## src/rtl/mem_port_if.sv

```systemverilog
// mem_port_if: bundles the CPU-side memory port and the SRAM-side strobes of
// mem_port_ctrl.
//   CPU side : mem_address, mem_read, mem_write, mem_byte_enable, mem_wdata,
//              mem_rdata, mem_resp
//   SRAM side: sram_addr, sram_ce, sram_we, sram_be, sram_wdata, sram_rdata
// Modports:
//   slave  - the controller (consumes CPU requests and SRAM read data)
//   master - the environment (CPU plus SRAM)
interface mem_port_if;
    logic [15:0] mem_address;
    logic        mem_read;
    logic        mem_write;
    logic [1:0]  mem_byte_enable;
    logic [15:0] mem_wdata;
    logic [15:0] mem_rdata;
    logic        mem_resp;
    logic [14:0] sram_addr;
    logic        sram_ce;
    logic        sram_we;
    logic [1:0]  sram_be;
    logic [15:0] sram_wdata;
    logic [15:0] sram_rdata;

    modport slave (
        input  mem_address, mem_read, mem_write, mem_byte_enable, mem_wdata, sram_rdata,
        output mem_rdata, mem_resp, sram_addr, sram_ce, sram_we, sram_be, sram_wdata
    );

    modport master (
        output mem_address, mem_read, mem_write, mem_byte_enable, mem_wdata, sram_rdata,
        input  mem_rdata, mem_resp, sram_addr, sram_ce, sram_we, sram_be, sram_wdata
    );
endinterface

```

## src/rtl/mem_port_ctrl.sv

```systemverilog
// mem_port_ctrl: bridges the LC-3b memory port to a single-port synchronous
// SRAM with WAIT_STATES extra cycles per access. Each request is latched in
// IDLE, the SRAM strobes are held stable through ACCESS, read data is captured
// on the last ACCESS cycle and a one-cycle mem_resp is returned in RESP.
// Ports:
//   clk    - system clock, all state on posedge
//   reset  - synchronous active-high reset
//   bus    - mem_port_if.slave (CPU request/response and SRAM strobes)
// Parameters:
//   WAIT_STATES - extra SRAM cycles per access beyond the first (0..15)
// Build option:
//   MEM_PORT_POSTED_WRITE_EN - writes respond on the first ACCESS cycle and
//   finish in the background, returning straight to IDLE.
module mem_port_ctrl #(
    parameter int unsigned WAIT_STATES = 2
) (
    input  logic       clk,
    input  logic       reset,
    mem_port_if.slave  bus
);
    localparam int unsigned CntW = (WAIT_STATES > 0) ? $clog2(WAIT_STATES + 1) : 1;
    localparam logic [CntW-1:0] CntLoad = CntW'(WAIT_STATES);

    typedef enum logic [1:0] {StIdle, StAccess, StResp} state_e;

    state_e           state_q, state_d;
    logic [CntW-1:0]  cnt_q, cnt_d;
    logic [14:0]      addr_q, addr_d;
    logic             we_q, we_d;
    logic [1:0]       be_q, be_d;
    logic [15:0]      wdata_q, wdata_d;
    logic [15:0]      rdata_q, rdata_d;
    logic             access;

    always_ff @(posedge clk) begin
        if (reset) begin
            state_q <= StIdle;
            cnt_q   <= '0;
            addr_q  <= '0;
            we_q    <= 1'b0;
            be_q    <= '0;
            wdata_q <= '0;
            rdata_q <= '0;
        end else begin
            state_q <= state_d;
            cnt_q   <= cnt_d;
            addr_q  <= addr_d;
            we_q    <= we_d;
            be_q    <= be_d;
            wdata_q <= wdata_d;
            rdata_q <= rdata_d;
        end
    end

    always_comb begin
        state_d = state_q;
        cnt_d   = cnt_q;
        addr_d  = addr_q;
        we_d    = we_q;
        be_d    = be_q;
        wdata_d = wdata_q;
        rdata_d = rdata_q;
        case (state_q)
            StIdle: begin
                if (bus.mem_read || bus.mem_write) begin
                    addr_d  = bus.mem_address[15:1];
                    // A simultaneous read wins; the write is dropped.
                    we_d    = bus.mem_write & ~bus.mem_read;
                    be_d    = bus.mem_read ? 2'b11 : bus.mem_byte_enable;
                    wdata_d = bus.mem_wdata;
                    cnt_d   = CntLoad;
                    state_d = StAccess;
                end
            end
            StAccess: begin
                if (cnt_q == '0) begin
                    if (!we_q) begin
                        rdata_d = bus.sram_rdata;
                    end
`ifdef MEM_PORT_POSTED_WRITE_EN
                    // Posted writes already responded; skip RESP.
                    state_d = we_q ? StIdle : StResp;
`else
                    state_d = StResp;
`endif
                end else begin
                    cnt_d = cnt_q - 1'b1;
                end
            end
            StResp: begin
                // The strobe still high here belongs to the completing request.
                state_d = StIdle;
            end
            default: begin
                state_d = StIdle;
            end
        endcase
    end

    assign access = (state_q == StAccess);

    always_comb begin
        bus.sram_ce    = access;
        bus.sram_addr  = access ? addr_q : '0;
        bus.sram_we    = access & we_q;
        bus.sram_be    = access ? be_q : '0;
        bus.sram_wdata = access ? wdata_q : '0;
        bus.mem_rdata  = rdata_q;
`ifdef MEM_PORT_POSTED_WRITE_EN
        // The counter still holds its load value only on the first ACCESS cycle.
        bus.mem_resp   = (state_q == StResp) || (access && we_q && (cnt_q == CntLoad));
`else
        bus.mem_resp   = (state_q == StResp);
`endif
    end
endmodule

```

## src/flat_wrapper.sv

```systemverilog
// flat-port wrapper written by rule: the top's interface ports become plain ports
module mem_port_ctrl_flat 
#(
    parameter int unsigned WAIT_STATES = 2
)
  (clk, reset, bus_mem_address, bus_mem_read, bus_mem_write, bus_mem_byte_enable, bus_mem_wdata, bus_sram_rdata, bus_mem_rdata, bus_mem_resp, bus_sram_addr, bus_sram_ce, bus_sram_we, bus_sram_be, bus_sram_wdata);
  mem_port_if bus_i ();
  input  logic clk;
  input  logic reset;
  input wire logic [$bits(bus_i.mem_address)-1:0] bus_mem_address;
  input wire logic [$bits(bus_i.mem_read)-1:0] bus_mem_read;
  input wire logic [$bits(bus_i.mem_write)-1:0] bus_mem_write;
  input wire logic [$bits(bus_i.mem_byte_enable)-1:0] bus_mem_byte_enable;
  input wire logic [$bits(bus_i.mem_wdata)-1:0] bus_mem_wdata;
  input wire logic [$bits(bus_i.sram_rdata)-1:0] bus_sram_rdata;
  output wire logic [$bits(bus_i.mem_rdata)-1:0] bus_mem_rdata;
  output wire logic [$bits(bus_i.mem_resp)-1:0] bus_mem_resp;
  output wire logic [$bits(bus_i.sram_addr)-1:0] bus_sram_addr;
  output wire logic [$bits(bus_i.sram_ce)-1:0] bus_sram_ce;
  output wire logic [$bits(bus_i.sram_we)-1:0] bus_sram_we;
  output wire logic [$bits(bus_i.sram_be)-1:0] bus_sram_be;
  output wire logic [$bits(bus_i.sram_wdata)-1:0] bus_sram_wdata;
  assign bus_i.mem_address = bus_mem_address;
  assign bus_i.mem_read = bus_mem_read;
  assign bus_i.mem_write = bus_mem_write;
  assign bus_i.mem_byte_enable = bus_mem_byte_enable;
  assign bus_i.mem_wdata = bus_mem_wdata;
  assign bus_i.sram_rdata = bus_sram_rdata;
  assign bus_mem_rdata = bus_i.mem_rdata;
  assign bus_mem_resp = bus_i.mem_resp;
  assign bus_sram_addr = bus_i.sram_addr;
  assign bus_sram_ce = bus_i.sram_ce;
  assign bus_sram_we = bus_i.sram_we;
  assign bus_sram_be = bus_i.sram_be;
  assign bus_sram_wdata = bus_i.sram_wdata;
  mem_port_ctrl #(.WAIT_STATES(WAIT_STATES)) u_core (.clk(clk), .reset(reset), .bus(bus_i));
endmodule
```

## config.mk

```make
export PLATFORM = sky130hd
export DESIGN_NAME = mem_port_ctrl_flat
export DESIGN_NICKNAME = d
export VERILOG_FILES = /design/src/rtl/mem_port_if.sv /design/src/rtl/mem_port_ctrl.sv /design/src/flat_wrapper.sv
export SDC_FILE = /design/constraint.sdc
export NUM_CORES = 1
export LEC_CHECK = 0
export BUFFER_PORTS_ARGS = -buffer_cell sky130_fd_sc_hd__buf_2
export CORE_MARGIN = 4
export CORE_UTILIZATION = 30
export DETAILED_ROUTE_END_ITERATION = 16
export SETUP_SLACK_MARGIN = 0.3
export SLEW_MARGIN = 15
export SYNTH_ARGS = -nofsm -noshare
export SYNTH_HDL_FRONTEND = slang
export SYNTH_SLANG_ARGS = --single-unit
export TNS_END_PERCENT = 100
```

## constraint.sdc

```tcl
create_clock -name clk -period 1.9 [get_ports clk]
set_input_delay 0.19 -clock clk [delete_from_list [all_inputs] [get_ports clk]]
set_output_delay 0.19 -clock clk [all_outputs]
set_load 0.02 [all_outputs]
```

# Word-level counts from Yosys, hierarchy flattened
# Index checks and enable logic that the tools add are counted.
# op_classes
bitwise	4
addsub	1
mux	10
eq_ne	5
n_reduce_logical	8
# ops
operator	n
$mux W16	1
$mux W15	1
$mux W2	6
$pmux W2 S2	2
$reduce_and A3 Y1	2
$logic_not A2 Y1	2
$ne A2 B2 Y1 const B	2
$reduce_and A2 Y1	2
$and A1 B1 Y1	2
$eq A2 B1 Y1 const B	1
$eq A2 B2 Y1 const B	1
$ne A2 B1 Y1 const B	1
$not A1 Y1	2
$reduce_bool A2 Y1	1
$sub A2 B1 Y2 const B	1
$logic_or A1 B1 Y1	1
# totals
input_bits	54
ff_bits	54
word_cells	35
out_inout_bits	52

# Longest topological paths before layout
# Gate-level depths: netlist of run 1.
# depth
word_depth	3
ltp_mapped	7
depth_no_buf	5

# Least setup slack after synthesis of run 1
# OpenSTA, ideal clock, no wires.
# synth_timing
path_kind	register -> register
start	register u_core.cnt_q[0]
end	register u_core.rdata_q[10] (netlist: u_core.bus.mem_rdata[10])
arrival_time_ns	1.236
required_ns	1.830
setup_time_ns	0.070
path_buffers	2
path_slack_ns	0.594
period_less_slack_ns	1.306
stages_incl_launch_ff	8
cell_sequence	dfxtp_1 > inv_1 > ha_1 > nor4bb_1 > buf_2 > buf_6 > nand2_1 > a21oi_1
# synth_between
elab_chain_len	2
# synth_rtl
element	line_no	source
from (decl)	mem_port_ctrl.sv:27	logic [CntW-1:0] cnt_q, cnt_d;
from (signal assigned)	mem_port_ctrl.sv:46	cnt_q <= cnt_d;
$logic_not A2 Y1	mem_port_ctrl.sv:76	if (cnt_q == '0) begin
$reduce_and A3 Y1 (no source line)	n/a	
to (signal assigned)	mem_port_ctrl.sv:51	rdata_q <= rdata_d;
to (decl)	mem_port_ctrl.sv:32	logic [15:0] rdata_q, rdata_d;
# Every way passes these cells.
# A chain may end at the register's enable or synchronous reset.

# Worst setup path after layout of run 1
# layout_timing
start	register u_core.state_q[1]
end	output port bus_sram_wdata[8]
# layout_between
elab_chain_len	2
# layout_rtl
element	line_no	source
from (decl)	mem_port_ctrl.sv:26	state_e state_q, state_d;
from (signal assigned)	mem_port_ctrl.sv:37	state_q <= StIdle;
from (signal assigned)	mem_port_ctrl.sv:45	state_q <= state_d;
$eq A2 B1 Y1	mem_port_ctrl.sv:100	assign access = (state_q == StAccess);
$mux W16	mem_port_ctrl.sv:107	bus.sram_wdata = access ? wdata_q : '0;
to (decl)	flat_wrapper.sv:22	output wire logic [$bits(bus_i.sram_wdata)-1:0] bus_sram_wdata;
# Every way passes these cells.

==> metrics.md, run 1 <==
| Metric | Value |
|---|---|
| Most common cell in the netlist | `dfxtp_1` |
| First-pass iteration count of the detailed router | `4` |
| Worst-path clk slew | `0.10 ns` |
| Wirelength, routed | `6400 um` |
| First-pass GRT wire length | `9970 um` |
| Tcrit/Tclk final | `83.6%` |
| Root buffer cell | `clkbuf_8` |
| CTS Sinks | `54` |
| Synth cell count leaders | `54 x dfxtp_1, 51 x a21oi_1, 34 x and2_1, 33 x nand2_1` |
| Syn nets | `339` |
| Crit path to | `bus_sram_wdata[8]` |
| CTS Hold Bufs | `0` |
| Max Clock Freq | `0.630 GHz` |
| Worst Reg2Reg Path Length in Cells | `6` |
| Area growth, synth to finish | `36.5%` |
| Hold Crit Depth | `3` |
| Synth top area share | `a little under half` |
| Row count | `31` |
| Crit path time final | `between 1.5 and 2 ns` |
| Number of vias per cell | `4.74` |
| H-tree Lvls | `2` |
| Sequential share of the synthesized area | `47.9%` |
| Leakage | `1.42 nW` |
| Crit path arrival time | `1.40 ns` |
| Routed Antenna Nets | `0` |
| Post-layout net count | `439` |
| Final RePlAce weighted congestion | `0.714` |
| Pwr/cell area | `918 mW/mm^2` |
| Antenna violations before repair | `0` |
| Post-synth EDFFs | `0` |
| Port Buffers | `104` |
| Seq cells post-synth | `54` |
| Final Hold Fails | `0` |
| Mapped Area | `0.00225 sq mm` |
| MaxCap Viol Count | `0` |
| Max VDD drop | `approximately 0.00036 V` |
| Kind of critical path | `reg2out` |
| Fin Clk Skew | `0.00691 ns` |
| Dpl hpwl | `between 4000 and 5000 um` |
| Final Max Tran Viols | `0` |
| RSZ-0062 raised after global routing | `yes` |
| Pin count of the biggest net entering global routing | `32` |
| Synth top area cells | `dfxtp_1 48%, a21oi_1 11%, and2_1 9.4%` |
| CP required | `~1.7 ns` |
| N_diodes | `0` |
| R2r endpoint | `u_core.bus.mem_rdata[13]$_SDFFE_PP0P_` |
| DR WL/cell | `13.2 um` |
| CTS tree | `yes` |
| DIE AREA | `0.00897 sq mm` |
| # IOs | `106` |
| Vias in the first global route | `2150` |
| Rel. slew slack | `71.5%` |
| DRC viols | `0` |
| Sum Neg Setup Slack | `0 ns` |
| DR iter-0 viols | `74` |
| Synth cell types | `26` |
| Via count | `2292` |
| Worst Setup SP | `u_core.state_q[1]$_SDFFE_PP0P_` |
| Inserted Clock Buffers | `5` |
| Die extent in x | `94.7 um` |
| Top FF cell, synth | `dfxtp_1` |
| Avg Inst Size Synth | `slightly below 8 sq um` |
| Asr flop ratio synth | `0%` |
| Outcome | `finished, final reports clean` |
| CP endpoint kind | `output pin` |
| Die Ht | `94.7 um` |
| Starting density of the core | `30.9%` |
| R2r startpoint | `u_core.cnt_q[0]$_SDFFE_PP0P_` |
| Startpoint Class | `register` |
| Synth Warn # | `0` |
| GRT Overall Usage | `13.7%` |
| Final setup viols | `0` |
| Worst-Skew Late Latency | `0.30 ns` |
| Clock buffer depth | `2` |
| Core area | `0.00729 sq mm` |
| Cells after Synth | `284` |
| Final core occ | `42.2%` |
| GRT overflow | `0` |
| Worst-path fanout max | `9` |
| Hold crit path type | `in2reg` |
| Layout cells sized above 1 | `35.6%` |
| Slew at the pin closest to its max-slew limit | `0.427 ns` |
| Largest area contributor in the netlist | `dfxtp_1` |
| R2R Setup Slk | `0.42 ns` |
[logic make-up (layout without fill, tap and decap cells)]
group / Yosys count / in the layout / synth area share (%)
buffers and inverters: 28 / 129 / 5.60
flip-flops: 54 / 54 / 47.9
AO/OA/AOI/OAI: 85 / 85 / 19.3
AND/OR/NAND/NOR: 116 / 116 / 26.6
adder cells (fa/ha/maj): 1 / 1 / 0.555
[layer usage]
| metal | track usage [%] | share of wire (%) | vias to the layer above |
|---|---|---|---|
| li1 | - | - | 1158 |
| met1 | 16.4 | 44 | 1052 |
| met2 | 23.5 | 47 | 78 |
| met3 | 4.30 | 8.3 | 4 |
| met4 | 3.85 | 0.91 | 0 |
| met5 | 0 | 0 | - |
[worst min path at each step]
stage	from	to	slack, ns
finish	bus_sram_rdata[1]	u_core.bus.mem_rdata[1]$_SDFFE_PP0P_	0.12
global route	bus_mem_wdata[8]	u_core.wdata_q[8]$_SDFFE_PP0P_	0.12
CTS	bus_sram_rdata[1]	u_core.bus.mem_rdata[1]$_SDFFE_PP0P_	0.11
detailed placement	bus_sram_rdata[1]	u_core.bus.mem_rdata[1]$_SDFFE_PP0P_	0.44
global placement	bus_sram_rdata[14]	u_core.bus.mem_rdata[14]$_SDFFE_PP0P_	0.43
floorplan	bus_mem_read	u_core.we_q$_SDFFE_PP0P_	0.29
[placed cells by master (no fill, tap or decap), drive strengths merged]
master and count:
o21ai 31, inv 2, and2 34, dfxtp 54, nand3 31, ha 1
nor3 2, nand2 33, bufinv 2, a221oi 1, nor3b 1, and2b 1
buf 119, a211oi 1, nand4bb 1, or4b 1, a22o 1, clkbuf 6
nor2 8, or2 2, a21oi 51, nor4bb 1, nor2b 1
[power breakdown]
part	switching (mW)	internal (mW)	leakage, nW
Combinational	0.374	0.245	0.903
Sequential	0.0435	1.23	0.445
Clock	0.366	0.562	0.0714
[metrics by stage]
stage	power [mW]	cells	hold slack, ns	cell area [sq um]	worst slack, ns
floorplan	1.69	284	0.287	2250	0.594
global placement	1.88	471	0.433	2860	0.314
detailed placement	1.90	471	0.438	2860	0.274
CTS	2.83	480	0.107	3020	0.290
global route	2.98	484	0.115	3080	0.250
finish	2.83	484	0.117	3080	0.312
[cell type report]
class / instances / area, sq um
Fill cell: 791 / 4220
Sequential cell: 54 / 1090
Multi-Input combinational cell: 202 / 1070
Timing Repair Buffer: 119 / 644
Tap cell: 99 / 124
Clock buffer: 6 / 82.6
Clock inverter: 2 / 60.1
Inverter: 2 / 7.51
[state kept, by name, summed over array words and instances, names as in the netlist]
signal and cells:
u_core.be_q 2, u_core.state_q 2, u_core.cnt_q 2, u_core.wdata_q 16, u_core.bus.mem_rdata 16, u_core.addr_q 15, u_core.we_q 1
[worst max-delay path, cell delays in order, from the launching register on]
cell	delay, ns
dfxtp_4	0.36
and2b_2	0.25
buf_4	0.17
and2_1	0.16
buf_2	0.15
[timing repair]
action                                  4_1_cts  5_1_grt
pin swaps                                     0        0
cloned                                        0        1
endpoints found under the setup margin       50       36
gates resized for setup                       4        9
buffers inserted                              1        3
(Power assumes the default switching activity.)
==> inputs of run 2 (changes only) <==
clock period = 1.4 ns   (was 1.9 ns; I/O delays follow)
==> run 2 against run 1 <==
The flow now finishes with violations (negative setup slack). Highest routed layer unchanged. Routed wire length is 25% higher. Critical path type unchanged. First-iteration DRC count up 6.8%. Flip-flop and latch count did not move. Power up 51%. Die area unchanged.
==> metrics.md, run 2 (same netlist as run 1, synthesis figures left out) <==
| Metric | Value |
|---|---|
| Outcome | `finished, violations left` |
| Failing checks | `negative setup slack` |
| Clock buffer depth | `2 (unchanged)` |
| Layout cells sized above 1 | `67.2% (+32 points)` |
| Switching Fraction | `32.1% (+4.4 points)` |
| Worst Reg2Reg Path Length in Cells | `7 (+1)` |
| Most frequent cells in the layout | `68 x buf_2, 51 x dfxtp_1, 45 x buf_6` |
| Die extent in x | `94.7 um (unchanged)` |
| Combinational power share | `37.7% (+16 points)` |
| Pin count of the biggest net entering global routing | `26 (-19%)` |
| Worst Setup SP | `u_core.state_q[1]$_SDFFE_PP0P_` |
| DIE AREA | `0.00897 sq mm (unchanged)` |
| Inserted Clock Buffers | `5 (unchanged)` |
| # IOs | `106 (unchanged)` |
| Worst-path fanout max | `6 (-3)` |
| Max VDD drop | `0.000458 V (+27%)` |
| Final Hold Fails | `0 (unchanged)` |
| Kind of critical path | `reg2out` |
| R2r endpoint | `u_core.addr_q[9]$_SDFFE_PP0P_` |
| Fin Clk Skew | `0.00587 ns (-0.00104 ns)` |
| Worst-path clk slew | `0.10 ns (about the same)` |
| Worst-Skew Late Latency | `0.30 ns (about the same)` |
| H-tree Lvls | `2 (unchanged)` |
| Dpl hpwl | `4530 um (+4.0%)` |
| Vias in the first global route | `2172 (+1.0%)` |
| CP Cell Sequence | `and2b_4 > buf_12 > clkbuf_16 > and2_4 > buf_6` |
| CP endpoint kind | `output pin` |
| Rel. slew slack | `76.0% (+4.5 points)` |
| Area growth, synth to finish | `85.5%` |
| Crit path time final | `1.59 ns` |
| Hold crit path type | `in2reg` |
| First-pass GRT wire length | `11000 um (+10%)` |
| Cell internal pwr | `2.89 mW (+42%)` |
| CTS tree | `yes` |
| Port Buffers | `104 (unchanged)` |
| Power Total | `4.26 mW (+51%)` |
| DR WL/cell | `15.8 um (+19%)` |
| Final core occ | `57.3% (+15 points)` |
| # fillers | `661 (-16%)` |
| Via count | `2488 (+8.6%)` |
| CTS Hold Bufs | `0 (unchanged)` |
| Root buffer cell | `clkbuf_8` |
| Final setup viols | `71 (+71)` |
| DR iter-0 viols | `79 (+6.8%)` |
| Wirelength, routed | `8010 um (+25%)` |
| Leakage | `1.77 nW (+25%)` |
| Slew at the pin closest to its max-slew limit | `0.361 ns (-0.0667 ns)` |
| Tcrit/Tclk final | `114%` |
| Die Ht | `94.7 um (unchanged)` |
| Crit-path max cell delay | `0.35 ns (about the same)` |
| Placed cell areas | `0.00303 sq mm (+5.8%)` |
| Most common cell after layout, fill and taps aside | `buf_2` |
| GRT Overall Usage | `15.6% (+1.9 points)` |
| Switch Pwr | `1.37 mW (+74%)` |
| Final RePlAce weighted congestion | `0.710 (-0.64%)` |
| Footprint of the multi-input gates | `0.00161 sq mm (+50%)` |
| Post-route worst setup slack | `-0.189 ns (-0.501 ns)` |
| Finished Cell Area | `0.00418 sq mm (+36%)` |
| Number of vias per cell | `4.90 (+3.4%)` |
| Pwr/cell area | `1020 mW/mm^2 (+11%)` |
| Sum Neg Setup Slack | `-6.26 ns (-6.26 ns)` |
| Register area | `0.00109 sq mm (+0.12%)` |
| GRT overflow | `0 (unchanged)` |
| DRC viols | `0 (unchanged)` |
| R2R Setup Slk | `-0.05 ns (-0.47 ns)` |
| Core area | `0.00729 sq mm (unchanged)` |
| Hold Crit Start | `bus_sram_rdata[2]` |
| Post-layout net count | `463 (+5.5%)` |
| Max Clock Freq | `between 0.6 and 0.7 GHz` |
| Setup Slack @ Placement | `0.0543 ns (-0.219 ns)` |
| MaxCap Viol Count | `0 (unchanged)` |
| Reg power frac | `41.0% (-4.2 points)` |
| Crit path to | `bus_sram_wdata[12]` |
| R2r startpoint | `u_core.state_q[1]$_SDFFE_PP0P_` |
| Startpoint Class | `register` |
| RSZ-0062 raised after global routing | `yes` |
| N_diodes | `0 (unchanged)` |
| Routed Antenna Nets | `0 (unchanged)` |
| First-pass iteration count of the detailed router | `4 (unchanged)` |
| CP required | `1.26 ns (-0.45 ns)` |
| Final Max Tran Viols | `0 (unchanged)` |
| Antenna violations before repair | `0 (unchanged)` |
| Starting density of the core | `30.9% (unchanged)` |
| Crit path arrival time | `1.45 ns (+0.05 ns)` |
| Slowest stage cell, crit path | `dfxtp_4` |
| CTS Sinks | `54 (unchanged)` |
| Clock power frac | `21.2% (-12 points)` |
| Row count | `31 (unchanged)` |
==> run 2: cell types whose count changed in the layout (fill, tap and decap cells not counted), moves of 10 or more <==
cell     delta
nand3_2    +15
o21ai_0    -15
a21oi_2    +30
buf_2      -36
and2_4     +34
a21oi_1    -31
o21ai_1    +10
and2_1     -34
nand2_1    -11
buf_6      +44
nand3_1    -23
==> run 2: critical path: cells and delay by family (launching register included) <==
kind | cells | cell delay [ns]
simple gates | 2 | 0.42
buf+inv | 3 | 0.37
flops | 1 | 0.35
==> run 2: worst min path at each step <==
| stage | depth (start not counted) | slack, ns | endpoint |
|---|---|---|---|
| 6_report | 3 | 0.06 | u_core.bus.mem_rdata[2]$_SDFFE_PP0P_ |
| 3_3_place_gp | 2 | 0.38 | u_core.we_q$_SDFFE_PP0P_ |
| 4_1_cts | 3 | 0.05 | u_core.bus.mem_rdata[2]$_SDFFE_PP0P_ |
| 2_1_floorplan | 1 | 0.24 | u_core.we_q$_SDFFE_PP0P_ |
| 3_5_place_dp | 2 | 0.38 | u_core.we_q$_SDFFE_PP0P_ |
| 5_1_grt | 3 | 0.04 | u_core.bus.mem_rdata[2]$_SDFFE_PP0P_ |
==> run 2: stage by stage <==
stage,cells,hold WS (ns)
6_report,508,0.0573
2_1_floorplan,284,0.237
3_5_place_dp,475,0.382
3_3_place_gp,475,0.377
5_1_grt,508,0.0359
4_1_cts,499,0.0511
==> run 2: per-layer routing <==
metal / up-vias / GRT usage [%] / wire [um]
met4: 0 / 3.25 / 91
li1: 1224 / - / -
met5: - / 0 / 0
met1: 1191 / 20.2 / 3320
met3: 8 / 3.67 / 429
met2: 65 / 26.3 / 4170
==> run 2: final cells by class <==
class	count	area share, %
inverter	2	0.180
sequential	54	26.1
timing repair buffer	140	30.1
tap	99	2.96
clock inverter	2	0.299
multi-input combinational	205	38.4
clock buffer	6	1.97
==> run 2: power groups by stage <==
stage               clock (mW)  combinational, mW  sequential, mW
floorplan                    0              0.590            1.81
global placement             0              0.898            1.78
detailed placement           0              0.913            1.78
CTS                      0.941               1.26            1.74
global route              1.01               1.71            1.77
finish                   0.904               1.61            1.75
==> run 2: timing repair <==
action / in CTS / in global routing
cloned: 6 / 4
gates resized for setup: 104 / 108
pin swaps: 9 / 53
setup buffers: 10 / 5
endpoints found under the setup margin: 88 / 89
